==> src/rtl/alarm_led_driver_pkg.sv <==
// Shared constants for the alarm LED annunciator.
// State codes, severity codes and LED patterns.
package alarm_led_driver_pkg;

  localparam logic [1:0] ST_IDLE     = 2'd0;
  localparam logic [1:0] ST_WARN     = 2'd1;
  localparam logic [1:0] ST_CRIT     = 2'd2;
  localparam logic [1:0] ST_ACK_HOLD = 2'd3;

  localparam logic [1:0] SEV_NONE = 2'd0;
  localparam logic [1:0] SEV_WARN = 2'd1;
  localparam logic [1:0] SEV_CRIT = 2'd2;

  localparam logic [9:0] PAT_OFF    = 10'h000;
  localparam logic [9:0] PAT_WARN_A = 10'h2AA;
  localparam logic [9:0] PAT_WARN_B = 10'h155;
  localparam logic [9:0] PAT_CRIT   = 10'h3FF;

  function automatic logic [1:0] classify(
    input logic [9:0] pat
  );
    logic [1:0] s;
    if (pat == PAT_OFF) begin
      s = SEV_NONE;
    end else if (pat == PAT_CRIT) begin
      s = SEV_CRIT;
    end else begin
      s = SEV_WARN;
    end
    return s;
  endfunction

endpackage

==> src/rtl/alarm_led_driver_blink_timer.sv <==
// Half-period blink timer with slow/fast terminal count.
// Clear restarts the count with phase high.
module blink_timer #(
  parameter int SLOW_HALF = 8,
  parameter int FAST_HALF = 2
) (
  input  logic clk,
  input  logic rst,
  input  logic clear,
  input  logic en,
  input  logic fast,
  output logic tc,
  output logic phase
);

  localparam int TW = (SLOW_HALF > 1) ? $clog2(SLOW_HALF) : 1;
  localparam logic [TW-1:0] SLOW_TC = TW'(SLOW_HALF - 1);
  localparam logic [TW-1:0] FAST_TC = TW'(FAST_HALF - 1);

  logic [TW-1:0] timer_q, timer_d;
  logic          phase_q, phase_d;
  logic [TW-1:0] tc_val;

  assign tc_val = fast ? FAST_TC : SLOW_TC;
  assign tc     = en & ~clear & (timer_q == tc_val);
  assign phase  = phase_q;

  always_comb begin
    timer_d = timer_q;
    phase_d = phase_q;
    if (clear) begin
      timer_d = '0;
      phase_d = 1'b1;
    end else if (en) begin
      if (timer_q == tc_val) begin
        timer_d = '0;
        phase_d = ~phase_q;
      end else begin
        timer_d = timer_q + 1'b1;
      end
    end else begin
      timer_d = '0;
    end
  end

  always_ff @(posedge clk or posedge rst) begin
    if (rst) begin
      timer_q <= '0;
      phase_q <= 1'b1;
    end else begin
      timer_q <= timer_d;
      phase_q <= phase_d;
    end
  end

endmodule

==> src/rtl/alarm_led_driver.sv <==
// Latched, blinking LED annunciator for the 10-bit alarm pattern.
// FSM, severity latch and registered LED mux.
module alarm_led_driver
  import alarm_led_driver_pkg::*;
#(
  parameter int CLK_HZ  = 50000000,
  parameter int SLOW_HZ = 1,
  parameter int FAST_HZ = 4
) (
  input  logic       clk,
  input  logic       rst,
  input  logic [9:0] alarm_in,
  input  logic       ack,
  output logic [9:0] led,
  output logic       alarm_active,
  output logic [1:0] severity
);

  localparam int SLOW_HALF = CLK_HZ / (2 * SLOW_HZ);
  localparam int FAST_HALF = CLK_HZ / (2 * FAST_HZ);

  logic [9:0] alarm_q;
  logic [1:0] state_q, state_d;
  logic [1:0] lsev_q, lsev_d;
  logic [9:0] led_q, led_d;
  logic       act_q, act_d;
  logic [1:0] sev_out_q;
  logic       upd_q, upd_d;
  logic [1:0] sev;
  logic       entry;
  logic       blink_en;
  logic       blink_fast;
  logic       blink_tc;
  logic       phase;
  logic [9:0] pat;

  assign sev        = classify(alarm_q);
  assign entry      = (state_d != state_q);
  assign blink_en   = (state_q == ST_WARN) | (state_q == ST_CRIT);
  assign blink_fast = (state_q == ST_CRIT);

  blink_timer #(
    .SLOW_HALF(SLOW_HALF),
    .FAST_HALF(FAST_HALF)
  ) u_blink (
    .clk  (clk),
    .rst  (rst),
    .clear(entry),
    .en   (blink_en),
    .fast (blink_fast),
    .tc   (blink_tc),
    .phase(phase)
  );

  // Escalation is checked before ack so a coincident ack is dropped.
  always_comb begin
    state_d = state_q;
    unique case (state_q)
      ST_IDLE: begin
        if (sev == SEV_CRIT) begin
          state_d = ST_CRIT;
        end else if (sev == SEV_WARN) begin
          state_d = ST_WARN;
        end
      end
      ST_WARN: begin
        if (sev == SEV_CRIT) begin
          state_d = ST_CRIT;
        end else if (ack) begin
          state_d = (sev != SEV_NONE) ? ST_ACK_HOLD : ST_IDLE;
        end
      end
      ST_CRIT: begin
        if (ack) begin
          state_d = (sev != SEV_NONE) ? ST_ACK_HOLD : ST_IDLE;
        end
      end
      ST_ACK_HOLD: begin
        if (sev == SEV_NONE) begin
          state_d = ST_IDLE;
        end else if (sev > lsev_q) begin
          state_d = ST_CRIT;
        end
      end
      default: state_d = ST_IDLE;
    endcase
  end

  always_comb begin
    lsev_d = lsev_q;
    if (entry) begin
      unique case (state_d)
        ST_WARN: lsev_d = SEV_WARN;
        ST_CRIT: lsev_d = SEV_CRIT;
        ST_IDLE: lsev_d = SEV_NONE;
        default: lsev_d = lsev_q;
      endcase
    end
  end

  always_comb begin
    pat = PAT_OFF;
    unique case (state_q)
      ST_WARN:     pat = phase ? PAT_WARN_A : PAT_WARN_B;
      ST_CRIT:     pat = phase ? PAT_CRIT : PAT_OFF;
      ST_ACK_HOLD: pat = (lsev_q == SEV_CRIT) ? PAT_CRIT : PAT_WARN_A;
      default:     pat = PAT_OFF;
    endcase
  end

  // The LED register only reloads after a state change or a phase flip.
  always_comb begin
    upd_d = entry | blink_tc;
    led_d = upd_q ? pat : led_q;
    act_d = blink_en;
  end

  always_ff @(posedge clk or posedge rst) begin
    if (rst) begin
      alarm_q   <= '0;
      state_q   <= ST_IDLE;
      lsev_q    <= SEV_NONE;
      led_q     <= PAT_OFF;
      act_q     <= 1'b0;
      sev_out_q <= SEV_NONE;
      upd_q     <= 1'b0;
    end else begin
      alarm_q   <= alarm_in;
      state_q   <= state_d;
      lsev_q    <= lsev_d;
      led_q     <= led_d;
      act_q     <= act_d;
      sev_out_q <= lsev_q;
      upd_q     <= upd_d;
    end
  end

  assign led          = led_q;
  assign alarm_active = act_q;
  assign severity     = sev_out_q;

endmodule

==> config.mk <==
export PLATFORM = sky130hd
export DESIGN_NAME = alarm_led_driver
export DESIGN_NICKNAME = d
export VERILOG_FILES = /design/src/rtl/alarm_led_driver_pkg.sv /design/src/rtl/alarm_led_driver_blink_timer.sv /design/src/rtl/alarm_led_driver.sv
export SDC_FILE = /design/constraint.sdc
export NUM_CORES = 1
export LEC_CHECK = 0
export ABC_CLOCK_PERIOD_IN_PS = 7440
export CORE_ASPECT_RATIO = 1.4
export CORE_MARGIN = 2
export CORE_UTILIZATION = 40
export CTS_CLUSTER_DIAMETER = 30
export DETAILED_ROUTE_END_ITERATION = 10
export GPL_TIMING_DRIVEN = 0
export PLACE_DENSITY = 0.71
export SLEW_MARGIN = 20
export SYNTH_ARGS = -nofsm -noshare
export SYNTH_HDL_FRONTEND = slang
export SYNTH_SLANG_ARGS = --single-unit
==> constraint.sdc <==
create_clock -name clk -period 7.44 [get_ports clk]
set_clock_uncertainty 0.15 [all_clocks]
set_input_delay 1.116 -clock clk [delete_from_list [all_inputs] [get_ports clk]]
set_output_delay 1.116 -clock clk [all_outputs]
set_load 0.02 [all_outputs]
* Yosys cells after proc, flatten, opt, wreduce, memory -nomap -nowiden
Cells that the tools add are included.
** Storage, ports and cells
- RAM bits :: 0
- Word-level logic and storage cells :: 60
- Input port bits :: 13
- Memories kept :: 0
- Latch bits :: 0
- ROM bits :: 0
- Register bits after elaboration :: 54
- Output and inout port bits :: 13
** Cells by class
- Muxes and demuxes :: 22
- Magnitude comparators :: 1
- $add $sub $neg :: 1
- Shift operators :: 0
- Equality and inequality tests :: 11
- Bitwise logic cells :: 6
- Reduce and logical (&&, ||, !) cells :: 10
- Div/mod/pow operators :: 0
- Multipliers :: 0
** Operators by type and width (number)
- 25-bit 2-to-1 mux :: 4
- 10-bit one-hot mux with 3 select lines :: 1
- 25-bit by 1-bit adder with 25-bit output, second input constant :: 1
- 25-bit == test :: 1
- 10-bit 2-to-1 mux :: 2
- 2-bit 2-to-1 mux :: 9
- 10-bit == test, second input constant :: 1
- 2-bit == test, second input constant :: 5
- 10-bit logical NOT :: 1
- 9-bit 2-to-1 mux :: 1
- 2-bit one-hot mux with 4 select lines :: 1
- 2-bit by 1-bit == test with 1-bit output, second input constant :: 3
- 2-bit logical NOT :: 3
- 2-bit one-hot mux with 3 select lines :: 1
- 2-bit nonzero test :: 3
- 2-bit AND reduction :: 2
- 1-bit 2-to-1 mux :: 3
- 3-bit nonzero test :: 1
- 1-bit bitwise AND :: 2
- 2-bit greater-than comparator :: 1
- 2-bit != test :: 1
- 1-bit NOT :: 2
- 1-bit bitwise OR :: 2

* Depth between registers and ports, before layout
- Word-level depth :: 13
- Depth in mapped cells :: 13
- Depth with buffers taken out :: 11

* Modules after synthesis
From an unflattened synthesis, not the netlist that was laid out.
** Unflattened totals
- Cell total of the unflattened synthesis :: 243
- Area, all modules :: 2497.4 µm²
** By module, submodules not included
- blink_timer :: cells an instance 149, instances 1, area an instance 1446.4 µm², sequential area each 651.9 µm²
- alarm_led_driver :: cells an instance 94, instances 1, area an instance 1051.0 µm², sequential area each 500.5 µm²

* Least setup slack after synthesis
OpenSTA, ideal clock, no wires.
- Kind :: register -> register
- From :: register alarm_q[3]
- To :: register u_blink.timer_q[7]
- Setup time :: 0.080 ns
- Cell stages (with the launch flop) :: 13
- Arrival time :: 2.880 ns
- Slack :: 4.330 ns
- Data required time :: 7.210 ns
- Period minus slack after synthesis :: 3.110 ns
- Buffers on the path :: 2
- Path through :: dfrtp_1 -> nand2_1 -> or4_4 -> clkinv_4 -> ha_1 -> nor2b_1 -> o21a_1 -> o311ai_0 -> a31oi_1 -> or3_1 -> buf_6 -> buf_12 -> nor3_4
** Between the ends
- Longest elaborated chain between the ends :: 10
- Elaborated cells between the ends (all ways) :: 19
- Classes of those cells :: order compare: 1; eq/ne: 4; mux: 11; reduce/logical: 3
** RTL lines
- start, declared :: line alarm_led_driver.sv:22 : logic [9:0] alarm_q;
- start signal, assigned :: line alarm_led_driver.sv:128 : alarm_q <= alarm_in;
- 10-bit == test :: line alarm_led_driver_pkg.sv:25 : end else if (pat == PAT_CRIT) begin
- 2-bit 2-to-1 mux :: line alarm_led_driver_pkg.sv:25
- 2-bit 2-to-1 mux (*) :: line alarm_led_driver_pkg.sv:23 : if (pat == PAT_OFF) begin
- 2-bit nonzero test :: line alarm_led_driver.sv:70, alarm_led_driver.sv:75
- 2-bit 2-to-1 mux :: line alarm_led_driver.sv:70, alarm_led_driver.sv:75
- 2-bit 2-to-1 mux :: line alarm_led_driver.sv:69, alarm_led_driver.sv:74
- 2-bit 2-to-1 mux :: line alarm_led_driver.sv:67 : if (sev == SEV_CRIT) begin
- 2-bit one-hot mux with 4 select lines (*) :: line alarm_led_driver.sv:58 : unique case (state_q)
- 2-bit != test (*) :: line alarm_led_driver.sv:38 : assign entry = (state_d != state_q);
- 25-bit 2-to-1 mux (*) :: line alarm_led_driver_blink_timer.sv:31 : if (clear) begin
- named net u_blink.timer_d[7] :: line alarm_led_driver_blink_timer.sv:20 : logic [TW-1:0] timer_q, timer_d;
- end signal, assigned :: line alarm_led_driver_blink_timer.sv:51 : timer_q <= timer_d;
- end, declared :: line alarm_led_driver_blink_timer.sv:20
The timed path passes the listed nets; every way through them passes the cells marked *.
A chain may end at the register's enable or synchronous reset.

* Worst setup path in the final report
- From :: register alarm_q[3]
- To :: register u_blink.timer_q[10]
Same word-level chain as after synthesis.

==> flow_metrics.env <==
export IMPL_status="completed"
export IMPL_final_area_sq_um=2990
export IMPL_grt_overflow_total=0
export IMPL_ios=26
export IMPL_dr_total_vias=1806
export IMPL_grt_max_degree=28
export IMPL_final_cell_mix="dfrtp_1, clkdlybuf4s50_1, nor3_2, nand2_1, xnor2_1"
export IMPL_critPathLaunchType="flop"
export IMPL_ant_nets=0
export IMPL_ys_flop_type="dfrtp_1"
export IMPL_fin_nets=290
export IMPL_io_buffer_count=25
export IMPL_yosysTopAreaCell="dfrtp_1"
export IMPL_synth_compound_area_frac=0.0650
export IMPL_setup_viol=0
export IMPL_remaining_drc_errors=0
export IMPL_synthesis_instances=237
export IMPL_cts_sinks=46
export IMPL_rsz0062_at_grt="no"
export IMPL_power_leakage_nw=1.19
export IMPL_ctsResizeCount=0
export IMPL_place_area_sq_um=2880
export IMPL_area_growth_pct=18.5
export IMPL_crit_required_ns=7.50
export IMPL_grt_antenna_before_repair=0
export IMPL_grt_pass1_wl_mm=8.24
export IMPL_worstSetupEndpointType="flop"
export IMPL_final_common_cell="dfrtp_1"
export IMPL_period_minus_slack_ns=3.47
export IMPL_finalHoldViolCount=0
export IMPL_clk_latency_ns=0.29
export IMPL_relSlewSlack=0.581
export IMPL_muxShareOfSynthArea=0.0169
export IMPL_grt_pass1_vias=1810
export IMPL_hpwl_mm=3.56
export IMPL_start_util=0.409
export IMPL_cp_max_fo=10
export IMPL_synth_edf_count=0
export IMPL_setup_tns_ns=0
export IMPL_synth_top_family_by_area="simple AND/OR/NAND/NOR gates"
export IMPL_ys_ff_latch=46
export IMPL_worstPathArrival_ns=3.53
export IMPL_synth_xor_area_frac=0.0833
export IMPL_cts_buffer_depth=2
export IMPL_crit_type="reg2reg"
export IMPL_grt_use_total=0.145
export IMPL_synth_cell_types=48
export IMPL_ys_seq_area_frac=0.457
export IMPL_synth_simple_area_share=0.272
export IMPL_viasPerCell=5.27
export IMPL_syn_area_sq_um=2520
export IMPL_num_rows=34
export IMPL_postCtsSetupRepairBufs=0
export IMPL_yosysWarnings=0
export IMPL_report_final_slew_viol_count=0
export IMPL_place_congestion=0.882
export IMPL_hold_buffers=0
export IMPL_antenna_cells=0
export IMPL_coreArea_sq_um=6170
export IMPL_max_freq_ghz=0.288
export IMPL_drtIter0Drc=95
export IMPL_min_period_over_period=0.467
export IMPL_irDropWorstVdd_mv=0.188
export IMPL_synthTopCellsByArea="dfrtp_1, nor3_2, xnor2_1"
export IMPL_root_buffer="clkbuf_8"
export IMPL_worst_pin_slew_ns=0.623
export IMPL_drive_above_1_share=0.199
export IMPL_avgSynthCellArea_sq_um=10.6
export IMPL_wl_mm=4.73
export IMPL_die_area_sq_um=6970
export IMPL_htreeDepth=2
export IMPL_dieHeight_um=98.0
export IMPL_clk_pin_slew_ns=0.08
export IMPL_firstDrtPassIters=4
export IMPL_async_flop_share=1.00
export IMPL_cts_made_buffers=5
export IMPL_synth_adder_area_share=0.0347
export IMPL_fp_dieW_um=71.1
export IMPL_worst_hold_path_type="reg2reg"
export IMPL_cap_violations=0
export IMPL_p_total_mw=1.12
export IMPL_synth_top_cell_area_share=0.446
export IMPL_cts_tree="done"
export IMPL_post_drt_wl_per_cell_um=13.8
export IMPL_power_density_nw_per_um2=374
export IMPL_synth_nets=257
[cell families after synthesis]
group | after synthesis
xor+xnor | 24
compound gates | 22
mux | 4
buf+inv | 25
simple gates | 109
fa+ha+maj | 7
flops | 46
[final timing paths]
| path | startpoint | endpoint | slack, ns | cells after the start |
|---|---|---|---|---|
| worst max-delay path | alarm_q[3] | u_blink.timer_q[10] | 3.97 | 12 |
| worst min-delay path | lsev_q[0] | severity[0] | 0.31 | 0 |
| worst max register to register | alarm_q[3] | u_blink.timer_q[10] | 3.97 | 12 |
| worst min register to register | lsev_q[0] | severity[0] | 0.31 | 0 |
| max in group asynchronous | rst | u_blink.phase | 5.58 | 3 |
| min in group asynchronous | rst | u_blink.timer_q[8] | 0.99 | 2 |
[cell usage after synthesis, types with 3 or more instances]
cell type  number
nand4_1         5
nand3b_1        3
inv_1           8
ha_1            7
a21oi_1         4
nand2_1        18
dfrtp_1        45
nand3_1         9
buf_4          10
nand2b_1        6
nor3_1         12
nor3_2         19
and3_1          5
xnor2_1        14
xor2_1         10
nor4_1          6
buf_2           3
nor2_1         12
o21ai_0         3
[area by class of cell]
cell class                      count  area (sq um)
Buffer                             16           141
Clock buffer                        7          76.3
Clock inverter                      1          30.0
Fill cell                         592          3180
Inverter                            9          38.8
Multi-Input combinational cell    166          1190
Sequential cell                    46          1150
Tap cell                           72          90.1
Timing Repair Buffer               26           270
[layer usage]
layer / global-route usage / routed length [um] / vias to the layer above
met2: 0.255 / 2550 / 29
met1: 0.171 / 1940 / 873
li1: - / - / 892
met5: 0 / 0 / -
met4: 0.0610 / 120 / 0
met3: 0.0268 / 120 / 12
[sequential cells by signal, indices dropped and copies added, names as in the netlist, 2 cells and up]
name and count:
u_blink.timer_q 25, alarm_q 10, led 2, lsev_q 2
severity 2, state_q 2
[metrics by stage]
step	utilization	hold WS, ns	cells	setup slack, ns
2_1_floorplan	-	0.234	237	4.33
3_5_place_dp	0.467	0.305	335	4.02
3_3_place_gp	0.464	0.290	334	4.12
6_report	0.485	0.313	343	3.97
4_1_cts	0.485	0.324	343	3.97
5_1_grt	0.485	0.338	343	3.78
[report_power, final]
group	internal, mW	switching, mW	total [mW]
registers	0.284	0.0346	0.319
clock network	0.101	0.0796	0.180
logic	0.274	0.345	0.618
total	0.658	0.459	1.12
[critical path, stage by stage (launching register included)]
cell	delay, ns
dfrtp_1	0.35
nand2_1	0.06
or4_4	0.58
clkinv_4	0.09
ha_1	0.23
nor2b_1	0.15
o21a_1	0.19
o311ai_0	0.49
a31oi_1	0.17
or3_1	0.42
buf_6	0.17
buf_12	0.15
nor3_2	0.19
(Power assumes the default switching activity.)
